`src/rtl/ct_vfpu_vreg_wkup_gen_pkg.sv`:
```
// Shared definitions for the VFPU vreg wakeup generator.
//   lat_e        : issue latency encoding (3/4/5-cycle pipelined, iterative)
//   stage_ctl_t  : control part of one EX stage record (vreg carried separately
//                  so its width can follow the VREG_W parameter)
//   div_state_e  : iterative-unit sequencer states
package ct_vfpu_vreg_wkup_gen_pkg;

  localparam int VREG_W_DFLT  = 7;
  localparam int DIV_LAT_DFLT = 8;
  localparam int DIV_CNT_W    = 4;

  typedef enum logic [1:0] {
    LAT_3    = 2'd0,
    LAT_4    = 2'd1,
    LAT_5    = 2'd2,
    LAT_ITER = 2'd3
  } lat_e;

  typedef struct packed {
    logic vld;
    logic dst_vld;
    lat_e lat;
  } stage_ctl_t;

  typedef enum logic {
    DIV_IDLE = 1'b0,
    DIV_RUN  = 1'b1
  } div_state_e;

endpackage

```
`src/rtl/ct_vfpu_vreg_wkup_stage.sv`:
```
// One EX stage register of the wakeup tracking pipe.
//   forever_cpuclk : clock
//   cpurst_b       : synchronous active-low reset
//   flush          : kill the op held here (takes effect next cycle)
//   ctl_in/vreg_in : record from the previous stage (or issue)
//   ctl/vreg       : record held in this stage
module ct_vfpu_vreg_wkup_stage
  import ct_vfpu_vreg_wkup_gen_pkg::*;
#(
  parameter int VREG_W = VREG_W_DFLT
) (
  input  logic              forever_cpuclk,
  input  logic              cpurst_b,
  input  logic              flush,
  input  stage_ctl_t        ctl_in,
  input  logic [VREG_W-1:0] vreg_in,
  output stage_ctl_t        ctl,
  output logic [VREG_W-1:0] vreg
);

  always_ff @(posedge forever_cpuclk) begin
    if (!cpurst_b) begin
      ctl  <= '0;
      vreg <= '0;
    end else if (flush) begin
      ctl  <= '0;
      vreg <= '0;
    end else begin
      ctl  <= ctl_in;
      vreg <= vreg_in;
    end
  end

endmodule

```
`src/rtl/ct_vfpu_vreg_wkup_gen.sv`:
```
// Producer side of the vector-register wakeup protocol for one VFPU pipe.
// Tracks pipelined ops through EX1..EX5, sequences one iterative op, and
// drives the early data-ready broadcasts plus the EX5 writeback broadcast.
//   forever_cpuclk / cpurst_b : clock, synchronous active-low reset
//   rtu_yy_xx_flush           : kill every in-flight op
//   x_issue_*                 : op entering RF this cycle (lat 0..2 pipelined, 3 iterative)
//   x_ex1/ex2/ex3_data_vld    : early broadcast for 3/4/5-cycle ops (ex3 also iterative)
//   x_ex5_wb_vreg_vld/_vreg   : result written to vreg file this cycle
//   x_busy                    : iterative unit occupied, issue must be held off
//
// Iterative sequencer
//   state    | meaning
//   DIV_IDLE | div_cnt == 0, no iterative op in flight
//   DIV_RUN  | div_cnt > 0, counting down to writeback
module ct_vfpu_vreg_wkup_gen
  import ct_vfpu_vreg_wkup_gen_pkg::*;
#(
  parameter int VREG_W  = VREG_W_DFLT,
  parameter int DIV_LAT = DIV_LAT_DFLT
) (
  input  logic              forever_cpuclk,
  input  logic              cpurst_b,
  input  logic              rtu_yy_xx_flush,
  input  logic              x_issue_vld,
  input  logic              x_issue_dst_vld,
  input  logic [VREG_W-1:0] x_issue_vreg,
  input  logic [1:0]        x_issue_lat,
  output logic              x_ex1_data_vld,
  output logic [VREG_W-1:0] x_ex1_vreg,
  output logic              x_ex2_data_vld,
  output logic [VREG_W-1:0] x_ex2_vreg,
  output logic              x_ex3_data_vld,
  output logic [VREG_W-1:0] x_ex3_vreg,
  output logic              x_ex5_wb_vreg_vld,
  output logic [VREG_W-1:0] x_ex5_wb_vreg,
  output logic              x_busy
);

  localparam logic [DIV_CNT_W-1:0] DIV_LAT_C = DIV_CNT_W'(DIV_LAT);

  logic                 issue_ok;
  logic                 pipe_issue;
  logic                 div_issue;
  stage_ctl_t           issue_ctl;
  stage_ctl_t           st_ctl  [1:5];
  logic [VREG_W-1:0]    st_vreg [1:5];

  div_state_e           div_state;
  logic [DIV_CNT_W-1:0] div_cnt;
  logic                 div_dst;
  logic [VREG_W-1:0]    div_vreg;

  logic                 pipe_ex1;
  logic                 pipe_ex2;
  logic                 pipe_ex3;
  logic                 pipe_wb;
  logic                 div_ex3;
  logic                 div_wb;

  // An issue while busy is a protocol error; the op is simply dropped.
  always_comb begin
    issue_ok          = x_issue_vld & ~x_busy;
    pipe_issue        = issue_ok & (lat_e'(x_issue_lat) != LAT_ITER);
    div_issue         = issue_ok & (lat_e'(x_issue_lat) == LAT_ITER);
    issue_ctl         = '0;
    issue_ctl.vld     = pipe_issue;
    issue_ctl.dst_vld = x_issue_dst_vld;
    issue_ctl.lat     = lat_e'(x_issue_lat);
  end

  for (genvar i = 1; i <= 5; i++) begin : g_stage
    stage_ctl_t        ctl_in;
    logic [VREG_W-1:0] vreg_in;
    if (i == 1) begin : g_head
      assign ctl_in  = issue_ctl;
      assign vreg_in = x_issue_vreg;
    end else begin : g_body
      assign ctl_in  = st_ctl[i-1];
      assign vreg_in = st_vreg[i-1];
    end
    ct_vfpu_vreg_wkup_stage #(.VREG_W(VREG_W)) u_stage (
      .forever_cpuclk (forever_cpuclk),
      .cpurst_b       (cpurst_b),
      .flush          (rtu_yy_xx_flush),
      .ctl_in         (ctl_in),
      .vreg_in        (vreg_in),
      .ctl            (st_ctl[i]),
      .vreg           (st_vreg[i])
    );
  end

  // Reset beats flush, flush beats a new iterative issue.
  always_ff @(posedge forever_cpuclk) begin
    if (!cpurst_b) begin
      div_state <= DIV_IDLE;
      div_cnt   <= '0;
      div_dst   <= 1'b0;
      div_vreg  <= '0;
    end else if (rtu_yy_xx_flush) begin
      div_state <= DIV_IDLE;
      div_cnt   <= '0;
    end else if (div_issue) begin
      div_state <= DIV_RUN;
      div_cnt   <= DIV_LAT_C;
      div_dst   <= x_issue_dst_vld;
      div_vreg  <= x_issue_vreg;
    end else if (div_state == DIV_RUN) begin
      div_cnt <= div_cnt - 1'b1;
      if (div_cnt == 1) begin
        div_state <= DIV_IDLE;
      end
    end
  end

  // Iterative op borrows the ex3 broadcast slot at cnt==3 and the wb slot at
  // cnt==1, i.e. the same 2-cycle spacing a 5-cycle op has.
  always_comb begin
    pipe_ex1 = st_ctl[1].vld & st_ctl[1].dst_vld & (st_ctl[1].lat == LAT_3);
    pipe_ex2 = st_ctl[2].vld & st_ctl[2].dst_vld & (st_ctl[2].lat == LAT_4);
    pipe_ex3 = st_ctl[3].vld & st_ctl[3].dst_vld & (st_ctl[3].lat == LAT_5);
    pipe_wb  = st_ctl[5].vld & st_ctl[5].dst_vld & (st_ctl[5].lat != LAT_ITER);
    div_ex3  = div_dst & (div_cnt == 3);
    div_wb   = div_dst & (div_cnt == 1);
  end

  assign x_ex1_data_vld    = pipe_ex1;
  assign x_ex1_vreg        = pipe_ex1 ? st_vreg[1] : '0;
  assign x_ex2_data_vld    = pipe_ex2;
  assign x_ex2_vreg        = pipe_ex2 ? st_vreg[2] : '0;
  assign x_ex3_data_vld    = pipe_ex3 | div_ex3;
  assign x_ex3_vreg        = ({VREG_W{pipe_ex3}} & st_vreg[3]) | ({VREG_W{div_ex3}} & div_vreg);
  assign x_ex5_wb_vreg_vld = pipe_wb | div_wb;
  assign x_ex5_wb_vreg     = ({VREG_W{pipe_wb}} & st_vreg[5]) | ({VREG_W{div_wb}} & div_vreg);
  assign x_busy            = (div_cnt > 1);

  a_issue_while_busy: assert property (@(posedge forever_cpuclk) disable iff (!cpurst_b)
    !(x_issue_vld && x_busy));
  a_ex3_exclusive: assert property (@(posedge forever_cpuclk) disable iff (!cpurst_b)
    !(pipe_ex3 && div_ex3));
  a_wb_exclusive: assert property (@(posedge forever_cpuclk) disable iff (!cpurst_b)
    !(pipe_wb && div_wb));

endmodule

```
`config.mk`:
```
export PLATFORM = sky130hd
export DESIGN_NAME = ct_vfpu_vreg_wkup_gen
export DESIGN_NICKNAME = d
export VERILOG_FILES = /design/src/rtl/ct_vfpu_vreg_wkup_gen_pkg.sv /design/src/rtl/ct_vfpu_vreg_wkup_stage.sv /design/src/rtl/ct_vfpu_vreg_wkup_gen.sv
export SDC_FILE = /design/constraint.sdc
export NUM_CORES = 1
export LEC_CHECK = 0
export ABC_AREA = 1
export BUFFER_PORTS_ARGS = -buffer_cell sky130_fd_sc_hd__buf_2
export CORE_ASPECT_RATIO = 1.4
export CORE_MARGIN = 5
export CORE_UTILIZATION = 54
export DETAILED_ROUTE_END_ITERATION = 16
export PLACE_DENSITY = 0.88
export RECOVER_POWER = 25
export SETUP_SLACK_MARGIN = 0.1
export SLEW_MARGIN = 20
export SYNTH_ARGS = -nofsm -noshare
export SYNTH_HDL_FRONTEND = slang
export SYNTH_SLANG_ARGS = --single-unit
```
`constraint.sdc`:
```
create_clock -name forever_cpuclk -period 1.7 [get_ports forever_cpuclk]
set_input_delay 0.34 -clock forever_cpuclk [delete_from_list [all_inputs] [get_ports forever_cpuclk]]
set_output_delay 0.34 -clock forever_cpuclk [all_outputs]
set_load 0.01 [all_outputs]
```
# --- After elaboration in Yosys (flattened, before gate mapping) ---
# Cells that the tools add are included.
totals:
  ff_bits: 68
  output_inout_bits: 33
op_classes:
  n_bitwise: 24
  order_cmp: 1
  n_eq_ne: 7
  n_reduce_logical: 5
  n_mux: 7
  add_sub_neg: 1
op_table:
  columns: ["operator", "count"]
  rows:
  - ["$and A7 B7 Y7", 4]
  - ["$mux W7", 2]
  - ["$or A7 B7 Y7", 2]
  - ["$and A1 B1 Y1", 13]
  - ["$mux W4", 2]
  - ["$eq A2 B2 Y1 const B", 2]
  - ["$eq A4 B1 Y1 const B", 1]
  - ["$eq A4 B2 Y1 const B", 1]
  - ["$gt A4 B1 Y1 const B", 1]
  - ["$ne A2 B2 Y1 const B", 2]
  - ["$sub A4 B1 Y4 const B", 1]
  - ["$mux W1", 3]
  - ["$not A1 Y1", 3]
  - ["$reduce_or A3 Y1", 1]
  - ["$eq A2 B1 Y1 const B", 1]
  - ["$logic_not A2 Y1", 1]
  - ["$or A1 B1 Y1", 2]
  - ["$reduce_and A2 Y1", 1]
  - ["$reduce_bool A2 Y1", 1]
  - ["$reduce_or A2 Y1", 1]

# --- Longest topological paths before layout ---
# Gate-level depths: netlist of run 1.
depth:
  ltp_word: 5
  mapped_depth: 9
  depth_no_buf: 9

# --- Modules after synthesis ---
# Synthesis of run 1 repeated with hierarchy kept, for this count alone.
hier_totals:
  hier_cells: 365
  hier_area_um2: 2825.2
by_module_without_submodules:
  columns: ["mod", "cells_per_inst", "seq_area_each_um2", "instances", "area_each_um2"]
  rows:
  - ["ct_vfpu_vreg_wkup_stage", 36, 220.2, 5, 354.1]
  - ["ct_vfpu_vreg_wkup_gen", 185, 260.2, 1, 1054.8]

# --- Worst setup path after synthesis of run 1 ---
# No wires, ideal clock.
synth_path:
  path_type: "flip-flop to output port"
  start: "reg div_cnt[1]"
  end: "out x_ex5_wb_vreg[0]"
  path_stages_with_launch: 5
  setup_slack_ns: 0.368
  t_arrival_ns: 0.992
  path_cell_list: "dfxtp_1 -> inv_1 -> ha_1 -> nand3_1 -> o22ai_1"
synth_between:
  elab_chain_len: 4
synth_lines:
  columns: ["item", "line_no", "source"]
  rows:
  - ["from (decl)", "ct_vfpu_vreg_wkup_gen.sv:49", "logic [DIV_CNT_W-1:0] div_cnt;"]
  - ["from (signal assigned)", "ct_vfpu_vreg_wkup_gen.sv:108", "div_cnt <= div_cnt - 1'b1;"]
  - ["$eq A4 B1 Y1", "ct_vfpu_vreg_wkup_gen.sv:123", "div_wb = div_dst & (div_cnt == 1);"]
  - ["$and A1 B1 Y1", "ct_vfpu_vreg_wkup_gen.sv:123", null]
  - ["$and A7 B7 Y7", "ct_vfpu_vreg_wkup_gen.sv:133", "assign x_ex5_wb_vreg = ({VREG_W{pipe_wb}} & st_vreg[5]) | ({VREG_W{div_wb}} & div_vreg);"]
  - ["$or A7 B7 Y7", "ct_vfpu_vreg_wkup_gen.sv:133", null]
  - ["to (decl)", "ct_vfpu_vreg_wkup_gen.sv:35", "output logic [VREG_W-1:0] x_ex5_wb_vreg,"]
# Every way passes these cells.

# --- Worst setup path in the final report of run 1 ---
layout_path:
  start: "reg div_cnt[3]"
  end: "out x_ex3_vreg[3]"
layout_between:
  elab_chain_len: 4
layout_lines:
  columns: ["item", "line_no", "source"]
  rows:
  - ["$eq A4 B2 Y1", "ct_vfpu_vreg_wkup_gen.sv:122", "div_ex3 = div_dst & (div_cnt == 3);"]
  - ["$and A1 B1 Y1", "ct_vfpu_vreg_wkup_gen.sv:122", null]
  - ["$and A7 B7 Y7", "ct_vfpu_vreg_wkup_gen.sv:131", "assign x_ex3_vreg = ({VREG_W{pipe_ex3}} & st_vreg[3]) | ({VREG_W{div_ex3}} & div_vreg);"]
  - ["$or A7 B7 Y7", "ct_vfpu_vreg_wkup_gen.sv:131", null]
  - ["to (decl)", "ct_vfpu_vreg_wkup_gen.sv:33", "output logic [VREG_W-1:0] x_ex3_vreg,"]
# Every way passes these cells.

==> results_dict.tcl, run 1 <==
set metrics [dict create \
    finalNetCount 402 \
    die_w_um 67.2 \
    stdcell_count 450 \
    cp_data_required_time_ns 1.36 \
    wire_per_inst_um 15.5 \
    io_pins 47 \
    final_common_cell "inv_1" \
    cts-root-buf "clkbuf_8" \
    cpMaxStageDelayCell "dfxtp_2" \
    yosysSeqAreaShare 0.549 \
    drc 0 \
    setup_viol 15 \
    htreeDepth 3 \
    worst_pin_slew_ns 0.525 \
    synth_nets 338 \
    crit_family "simple AND/OR/NAND/NOR gates" \
    yosys_warnings 0 \
    coreArea_um2 4500 \
    leakage_nw 1.39 \
    cts_tree "done" \
    overflow 0 \
    worstRegToRegCells 10 \
    hold_depth 3 \
    critical_path_class "reg -> out" \
    critPathMaxFanout 8 \
    routed_wl_um 6950 \
    hold_buffers 0 \
    place_hpwl_um 3560 \
    initialDrtViolationCount 192 \
    finalPower_w 0.00300 \
    cp-end-kind "output port" \
    fmax_mhz 560 \
    cts_buffer_depth 2 \
    finalCoreUtilization 0.741 \
    reg2reg_from "div_cnt[1]" \
    grt_antenna_before_repair 0 \
    hold_slack_ns 0.221 \
    clock_sinks 68 \
    die_h_um 90.1 \
    skew_ns 0.00740 \
    reg2reg_to "div_vreg[1]" \
    clock_latency_ns 0.34 \
    vias 2227 \
    cp_num_cells 4 \
    dieArea_um2 6060 \
    gp_congestion 0.782 \
    p_per_area_nw_per_um2 901 \
    drive_gt1_frac 0.317 \
    slowest_delay_ns 0.36 \
    finalCritPeriodShare 1.05 \
    outcome "finished, violations left" \
    syn_area_um2 2480 \
    path_cells "nor2_4, nand3_4, o22ai_2, buf_2" \
    ant_nets 0 \
    crit_path_start "div_cnt[3]" \
    start_kind "flop" \
    endpoint "x_ex3_vreg[3]" \
    syn_avg_cell_area_um2 7.72 \
    clk_pin_slew_ns 0.06 \
    cp_num_buf_inv 1 \
    max_slew_margin 0.649 \
    rsz0062_at_grt "true" \
    synth_seq_cells 68 \
    r2r_slack_ns 0.18 \
    grt_max_degree 28 \
    irDropWorstVdd_uv 514 \
    arrival_ns 1.45 \
    dpl.cell_count 424 \
    rows 29 \
    grt_pass1_vias 2180 \
    firstDrtPassIters 5 \
    layout_min_cycle_time_ns 1.79 \
    start_util 0.551 \
    grt_usage 0.225 \
    setup_ws_ns -0.0850 \
    violations "setup timing" \
    syn_inst 321 \
    grt_pass1_wl_um 10100 \
    hold_viol_final 0 \
    num-fill-cells 310 \
    ys_types 21 \
    syn2layout_area_growth_pct 34.5 \
    portBuffers 46 \
    hold_path_class "in -> reg" \
    slew_viol_final 0 \
    dp_slack_ns 0.154 \
    cts_made_buffers 9 \
    vias_per_cell 4.95 \
    cap_violations 0 \
    antenna_cells 0 \
    most-common-layout-cells "inv_1 (81), nor2_1 (72), dfxtp_1 (62)" \
]
layout make-up:
type                       instances  area, um2  area share
sequential                        68       1380       0.413
multi-input combinational        156        950       0.285
timing repair buffer              61        419       0.126
inverter                          89        339       0.102
clock buffer                      11        131      0.0394
tap                               62       77.6      0.0233
clock inverter                     3       40.0      0.0120
worst register-to-register path, cell delays in order, from the launching register on:
cell     delay [ns]
dfxtp_4        0.37
inv_4          0.08
ha_4           0.15
buf_4          0.12
inv_1          0.06
nand2_1        0.08
nand3_2        0.10
nor2_4         0.19
nand3_1        0.11
nand2_1        0.10
nor2_1         0.06
stage by stage:
step	setup TNS (ns)	area (um2)
5_1_grt	-1.57	3330
3_3_place_gp	0	2780
4_1_cts	-0.0124	3190
3_5_place_dp	0	2780
2_1_floorplan	0	2480
6_report	-0.605	3330
cells by family after synthesis:
| logic type | count (synthesis) | synth area share |
|---|---|---|
| AOI/OAI and AO/OA | 20 | 0.0480 |
| adders and majority gates | 3 | 0.0152 |
| buffers and inverters | 97 | 0.153 |
| DFF | 68 | 0.549 |
| and+or+nand+nor | 133 | 0.234 |
flip-flops by register name (all words and copies together), names as in the netlist:
| register | flops |
|---|---|
| g_stage.u_stage.vreg | 35 |
| g_stage.u_stage.ctl | 20 |
| div_vreg | 7 |
| div_cnt | 4 |
| div_dst | 1 |
| div_state | 1 |
Yosys cell counts:
| cell type | n | area, um2 |
|---|---|---|
| buf_2 | 6 | 30.0 |
| nand4_4 | 1 | 21.3 |
| nand4_1 | 3 | 18.8 |
| dfxtp_1 | 68 | 1360 |
| nor2_4 | 2 | 22.5 |
| nor2_2 | 1 | 6.26 |
| nor3_1 | 1 | 5.00 |
| nand2_1 | 24 | 90.1 |
| a31oi_1 | 1 | 6.26 |
| o22ai_1 | 14 | 87.6 |
| nand3_2 | 2 | 20.0 |
| nand3_1 | 14 | 70.1 |
| or2_2 | 1 | 6.26 |
| o21ai_0 | 2 | 10.0 |
| inv_2 | 2 | 7.51 |
| nor2_1 | 82 | 308 |
| buf_4 | 2 | 15.0 |
| inv_1 | 87 | 327 |
| nand2_2 | 2 | 12.5 |
| a21oi_1 | 3 | 15.0 |
| ha_1 | 3 | 37.5 |
worst min path at each step:
stage,slack [ns],startpoint,endpoint
global placement,0.39,g_stage[4].u_stage.vreg[0],g_stage[5].u_stage.vreg[0]
global route,0.20,x_issue_lat[1],g_stage[1].u_stage.ctl[1]
detailed placement,0.40,g_stage[4].u_stage.vreg[2],g_stage[5].u_stage.vreg[2]
CTS,0.21,x_issue_lat[1],g_stage[1].u_stage.ctl[1]
finish,0.22,x_issue_lat[0],g_stage[1].u_stage.ctl[0]
floorplan,0.39,g_stage[4].u_stage.ctl[0],g_stage[5].u_stage.ctl[0]
layer usage:
layer  share of wire  vias to the layer above  wire, um  GRT usage
li1                -                     1063         -          -
met1            0.36                     1017      2480      0.242
met4           0.049                        0       342      0.112
met2            0.52                      118      3610      0.377
met5               0                        -         0          0
met3           0.075                       29       519     0.0798
where the power goes:
| group | internal (W) | total [W] | switching (W) |
|---|---|---|---|
| sequential | 0.00162 | 0.00163 | 0.0000144 |
| clock | 0.000657 | 0.00121 | 0.000554 |
| combinational | 0.0000546 | 0.000164 | 0.000109 |
what timing repair did:
| action | in CTS | in global routing |
|---|---|---|
| gates resized for setup | 32 | 40 |
| setup buffers | 12 | 0 |
| setup endpoints to repair | 33 | 32 |
| pin swaps | 9 | 8 |
No activity file was read; power rests on OpenSTA's default activity.
==> run 2: changes to the inputs <==
--- a/config.mk
+++ b/config.mk
@@ -7,11 +7,12 @@
 export LEC_CHECK = 0
 export ABC_AREA = 1
 export BUFFER_PORTS_ARGS = -buffer_cell sky130_fd_sc_hd__buf_2
+export CAP_MARGIN = 10
 export CORE_ASPECT_RATIO = 1.4
 export CORE_MARGIN = 5
-export CORE_UTILIZATION = 54
+export CORE_UTILIZATION = 45
 export DETAILED_ROUTE_END_ITERATION = 16
-export PLACE_DENSITY = 0.88
+export PLACE_DENSITY = 0.77
 export RECOVER_POWER = 25
 export SETUP_SLACK_MARGIN = 0.1
 export SLEW_MARGIN = 20
==> results_dict.tcl, run 2 (synthesis gave the netlist of run 1 again) <==
set metrics [dict create \
    gp_congestion 0.799 \
    start_kind "flop" \
    cp-end-kind "output port" \
    reg2reg_from "div_cnt[1]" \
    top_register "g_stage.u_stage.vreg" \
    multi_input_area_um2 943 \
    crit_path_start "div_cnt[1]" \
    start_util 0.455 \
    irDropWorstVdd_uv 434 \
    grt_usage 0.164 \
    place_hpwl_um 3570 \
    io_pins 47 \
    overflow 0 \
    worst_pin_slew_ns 0.537 \
    finalNetCount 403 \
    cts-root-buf "clkbuf_8" \
    vias 2094 \
    drive_gt1_frac 0.327 \
    cts_tree "done" \
    clock_sinks 68 \
    grt_antenna_before_repair 0 \
    syn2layout_area_growth_pct 34.4 \
    final_cell_area_um2 3330 \
    coreArea_um2 5450 \
    arrival_ns 1.39 \
    p_per_area_nw_per_um2 941 \
    critical_path_class "reg -> out" \
    setup_ws_ns -0.0313 \
    grt_pass1_vias 1993 \
    rows 32 \
    hp-start "x_issue_lat[0]" \
    finalSetupTns_ns -0.0493 \
    grt_max_degree 29 \
    wire_per_inst_um 12.7 \
    finalCoreUtilization 0.611 \
    max_slew_margin 0.642 \
    hold_viol_final 0 \
    dieArea_um2 7110 \
    most-common-layout-cells "inv_1 (83), nor2_1 (70), dfxtp_1 (61)" \
    finalCritPeriodShare 1.02 \
    cts_buffer_depth 2 \
    rsz0062_at_grt "true" \
    outcome "finished, violations left" \
    setup_viol 4 \
    cap_violations 0 \
    firstDrtPassIters 4 \
    num-fill-cells 462 \
    regArea_um2 1380 \
    largest_registers "g_stage.u_stage.vreg (35), g_stage.u_stage.ctl (20), div_vreg (7)" \
    ant_nets 0 \
    final_common_cell "inv_1" \
    die_h_um 97.8 \
    r2r_slack_ns 0.20 \
    cts_made_buffers 9 \
    fmax_mhz 578 \
    clock_latency_ns 0.35 \
    antenna_cells 0 \
    htreeDepth 3 \
    cp_data_required_time_ns 1.36 \
    place_area_um2 2780 \
    clk_pin_slew_ns 0.07 \
    critPathMaxFanout 3 \
    hold_buffers 0 \
    largest_register_ffs 35 \
    initialDrtViolationCount 175 \
    dp_slack_ns 0.121 \
    layout_min_cycle_time_ns 1.73 \
    grt_pass1_wl_um 8900 \
    drc 0 \
    die_w_um 72.7 \
    slew_viol_final 0 \
    routed_wl_um 5820 \
    hold_path_class "in -> reg" \
    vias_per_cell 4.56 \
    hold_slack_ns 0.206 \
    portBuffers 46 \
    skew_ns 0.00834 \
    violations "setup timing" \
    leakage_nw 1.41 \
]
==> run 2: report_power, final <==
group	switching (W)	internal, W
logic	0.000107	0.0000549
registers	0.0000116	0.00161
clock network	0.000595	0.000753
total	0.000714	0.00242
==> run 2: path summary, 6_finish.rpt <==
path                                 to  depth (start not counted)
max                              x_busy                          7
min           g_stage[1].u_stage.ctl[0]                          3
max reg2reg                 div_vreg[0]                         10
min reg2reg  g_stage[5].u_stage.vreg[1]                          2
==> run 2: worst max-delay path, cell delays in order, from the launching register on <==
cell,delay [ns]
dfxtp_4,0.39
inv_4,0.05
ha_4,0.17
buf_4,0.14
nor2_4,0.10
nor2_4,0.04
inv_1,0.04
buf_2,0.12
==> run 2: layout make-up <==
class / instances / area share
clock inverters: 4 / 0.0143
multi-input cells: 156 / 0.283
repair buffers: 62 / 0.114
inverters: 89 / 0.102
clock buffers: 12 / 0.0466
well taps: 68 / 0.0256
flip-flops and latches: 68 / 0.415
==> run 2: timing repair <==
action	4_1_cts	5_1_grt
hold endpoints to repair	0	0
resized for setup	30	35
endpoints found under the setup margin	33	31
buffers inserted	10	3
pin swaps	10	9
cloned	0	0
==> run 2: through the flow <==
step / instances / power (W)
floorplan: 321 / 0.00176
global placement: 430 / 0.00180
detailed placement: 430 / 0.00181
CTS: 456 / 0.00313
global route: 459 / 0.00324
finish: 459 / 0.00313
==> run 2: layer usage <==
layer | track usage | vias up | part of all wire
li1 | - | 1069 | -
met4 | 0.0810 | 0 | 0.022
met2 | 0.282 | 55 | 0.54
met5 | 0 | - | 0
met1 | 0.179 | 959 | 0.38
met3 | 0.0494 | 11 | 0.052
==> run 3: changes to the inputs <==
--- a/config.mk
+++ b/config.mk
@@ -5,7 +5,6 @@
 export SDC_FILE = /design/constraint.sdc
 export NUM_CORES = 1
 export LEC_CHECK = 0
-export ABC_AREA = 1
 export BUFFER_PORTS_ARGS = -buffer_cell sky130_fd_sc_hd__buf_2
 export CAP_MARGIN = 10
 export CORE_ASPECT_RATIO = 1.4
==> constraint.sdc (replaced) <==
create_clock -name forever_cpuclk -period 1.78 [get_ports forever_cpuclk]
set_input_delay 0.356 -clock forever_cpuclk [delete_from_list [all_inputs] [get_ports forever_cpuclk]]
set_output_delay 0.356 -clock forever_cpuclk [all_outputs]
set_load 0.01 [all_outputs]
==> results_dict.tcl, run 3 <==
set metrics [dict create \
    outcome "finished, violations left" \
    violations "setup timing" \
    path_cells "inv_2, ha_4, and3_4, a22o_1, buf_2" \
    syn_area_um2 2450 \
    critPathMaxFanout 8 \
    wire_per_inst_um 13.7 \
    htreeDepth 3 \
    firstDrtPassIters 4 \
    cp_num_buf_inv 2 \
    cp-end-kind "output port" \
    syn2layout_area_growth_pct 28.7 \
    critical_path_class "reg -> out" \
    power_frac_comb 0.034 \
    cpMaxStageDelayCell "dfxtp_2" \
    grt_max_degree 38 \
    overflow 0 \
    cts_made_buffers 9 \
    endpoint "x_ex5_wb_vreg[1]" \
    cts_buffer_depth 2 \
    hold_path_class "in -> reg" \
    yosysSeqAreaShare 0.556 \
    grt_pass1_vias 1653 \
    reg2reg_from "div_cnt[1]" \
    io_pins 47 \
    ys_types 32 \
    start_kind "flop" \
    cts-root-buf "clkbuf_8" \
    slew_viol_final 0 \
    yosys.area_share.simple 0.267 \
    largest_registers "g_stage.u_stage.vreg (35), g_stage.u_stage.ctl (20), div_vreg (7)" \
    vias 1679 \
    ant_nets 0 \
    place_area_um2 2690 \
    initialDrtViolationCount 91 \
    fmax_mhz 559 \
    finalNetCount 298 \
    rows 31 \
    clk_pin_slew_ns 0.07 \
    max_slew_margin 0.540 \
    dieArea_um2 7040 \
    die_h_um 97.3 \
    p_sw_frac 0.203 \
    setup_viol 5 \
    leakage_nw 1.38 \
    vias_per_cell 4.78 \
    hold_viol_final 0 \
    slowest_delay_ns 0.35 \
    crit_family "flip-flops" \
    num-fill-cells 430 \
    r2r_slack_ns 0.21 \
    cap_violations 0 \
    cts_tree "done" \
    synth_seq_cells 68 \
    start_util 0.468 \
    dpl.cell_count 327 \
    grt_usage 0.145 \
    synth_area_leader_cell "dfxtp_1" \
    final_common_cell "dfxtp_1" \
    worstRegToRegCells 8 \
    drive_gt1_frac 0.375 \
    finalCritPeriodShare 1.01 \
    intPower_w 0.00234 \
    syn_inst 224 \
    synth_top_cells_by_area "dfxtp_1 (56%), and2_1 (17%), a22o_1 (5.0%)" \
    gp_congestion 0.739 \
    clock_sinks 68 \
    antenna_cells 0 \
    layout_min_cycle_time_ns 1.79 \
    p_per_area_nw_per_um2 933 \
    drc 0 \
    synth_edf_count 0 \
    reg2reg_to "div_dst" \
    clock_latency_ns 0.34 \
    largest_register_ffs 35 \
    stdcell_count 351 \
    final_cell_area_um2 3150 \
    synth_async_sr_flop_share 0 \
    cp_num_cells 5 \
    irDropWorstVdd_uv 444 \
    grt_pass1_wl_um 7680 \
    pwr-share-clk 0.435 \
    synth_mux_area_frac 0.0327 \
    top_register "g_stage.u_stage.vreg" \
    arrival_ns 1.43 \
    yosys_warnings 0 \
    place_hpwl_um 3290 \
    worst_pin_slew_ns 0.690 \
    syn_avg_cell_area_um2 10.9 \
    grt_antenna_before_repair 0 \
    synth_nets 241 \
    crit_path_start "div_cnt[1]" \
    synth_top_cells_by_count "and2_1 (68), dfxtp_1 (68), nand2_1 (19), a22o_1 (14), mux2i_1 (8)" \
    routed_wl_um 4810 \
    synth_fa_ha_area_frac 0.0153 \
    portBuffers 46 \
    synth_top_family_by_area "simple AND/OR/NAND/NOR gates" \
    synth-xor-area-share 0.0107 \
    most-common-layout-cells "dfxtp_1 (62), and2_1 (46), buf_2 (32)" \
    die_w_um 72.3 \
    synthFlopType "dfxtp_1" \
    rsz0062_at_grt "true" \
    power_frac_seq 0.530 \
    hold_buffers 0 \
    synth_compound_area_frac 0.0736 \
    coreArea_um2 5240 \
    setup_ws_ns -0.0102 \
    p_sw_w 0.000595 \
    cp_data_required_time_ns 1.42 \
    yosysTopAreaCellShare 0.556 \
    skew_ns 0.00494 \
    finalSetupTns_ns -0.0228 \
]
run 3: changes by cell type after synthesis, sizes merged, moves of 8 or more:
| cell | previous run | this run |
|---|---|---|
| mux2i | 0 | 8 |
| nand3 | 16 | 1 |
| o22ai | 14 | 0 |
| and2 | 0 | 68 |
| nor2 | 85 | 3 |
| inv | 89 | 3 |
| a22o | 0 | 14 |
run 3: final cells by class:
type | count | area (um2) | share of cell area
Clock inverter | 1 | 30.0 | 0.00953
Clock buffer | 14 | 173 | 0.0548
Timing Repair Buffer | 59 | 405 | 0.129
Multi-Input combinational cell | 140 | 1080 | 0.342
Inverter | 3 | 11.3 | 0.00357
Sequential cell | 68 | 1370 | 0.435
Tap cell | 66 | 82.6 | 0.0262
run 3: worst register-to-register path: cells and delay by family, from the launching register on:
family / cells / cell delay [ns]
AND/OR/NAND/NOR: 2 / 0.32
adder cells (fa/ha/maj): 1 / 0.15
multiplexers: 1 / 0.18
flip-flops: 1 / 0.34
buffers and inverters: 4 / 0.51
run 3: cell families (layout without fill, tap and decap cells):
kind of cell,Yosys count,count (layout)
AO/OA/AOI/OAI,21,21
XOR/XNOR,3,3
adder cells (fa/ha/maj),3,3
buffers and inverters,16,77
flip-flops,68,68
multiplexers,8,8
AND/OR/NAND/NOR,105,105
run 3: power groups by stage:
stage | clock [W] | sequential (W) | combinational (W)
after global routing | 0.00137 | 0.00156 | 0.000114
after CTS | 0.00130 | 0.00156 | 0.000100
after floorplan | 0 | 0.00159 | 0.0000641
final | 0.00128 | 0.00156 | 0.000101
after detailed placement | 0 | 0.00159 | 0.0000905
after global placement | 0 | 0.00159 | 0.0000881
run 3: timing repair:
item	in CTS	in global routing
setup buffers	7	2
pin swaps	20	10
setup endpoints to repair	32	34
resized for setup	29	25
run 3: stage by stage:
stage / total power [W] / hold WS [ns] / setup WS (ns) / util
2_1_floorplan: 0.00165 / 0.406 / 0.237 / -
3_3_place_gp: 0.00168 / 0.407 / 0.151 / 0.514
3_5_place_dp: 0.00168 / 0.411 / 0.0720 / 0.514
4_1_cts: 0.00296 / 0.216 / -0.0215 / 0.583
5_1_grt: 0.00304 / 0.236 / -0.0649 / 0.602
6_report: 0.00294 / 0.233 / -0.0102 / 0.602
run 3: worst min-delay path by stage:
stage                                from                          to  slack, ns  depth (start not counted)
2_1_floorplan   g_stage[4].u_stage.ctl[3]   g_stage[5].u_stage.ctl[3]       0.41                          1
6_report                   x_issue_lat[0]   g_stage[1].u_stage.ctl[3]       0.23                          2
3_3_place_gp   g_stage[4].u_stage.vreg[2]  g_stage[5].u_stage.vreg[2]       0.41                          1
3_5_place_dp    g_stage[4].u_stage.ctl[1]   g_stage[5].u_stage.ctl[1]       0.41                          1
5_1_grt                   x_issue_vreg[2]  g_stage[1].u_stage.vreg[2]       0.24                          2
4_1_cts                    x_issue_lat[1]   g_stage[1].u_stage.ctl[3]       0.22                          2
run 3: metal layers:
layer	wire [um]	vias up	global-route usage
met2	2390	35	0.232
met1	2040	786	0.166
met4	148	0	0.101
met5	0	-	0
met3	236	15	0.0362
li1	-	843	-
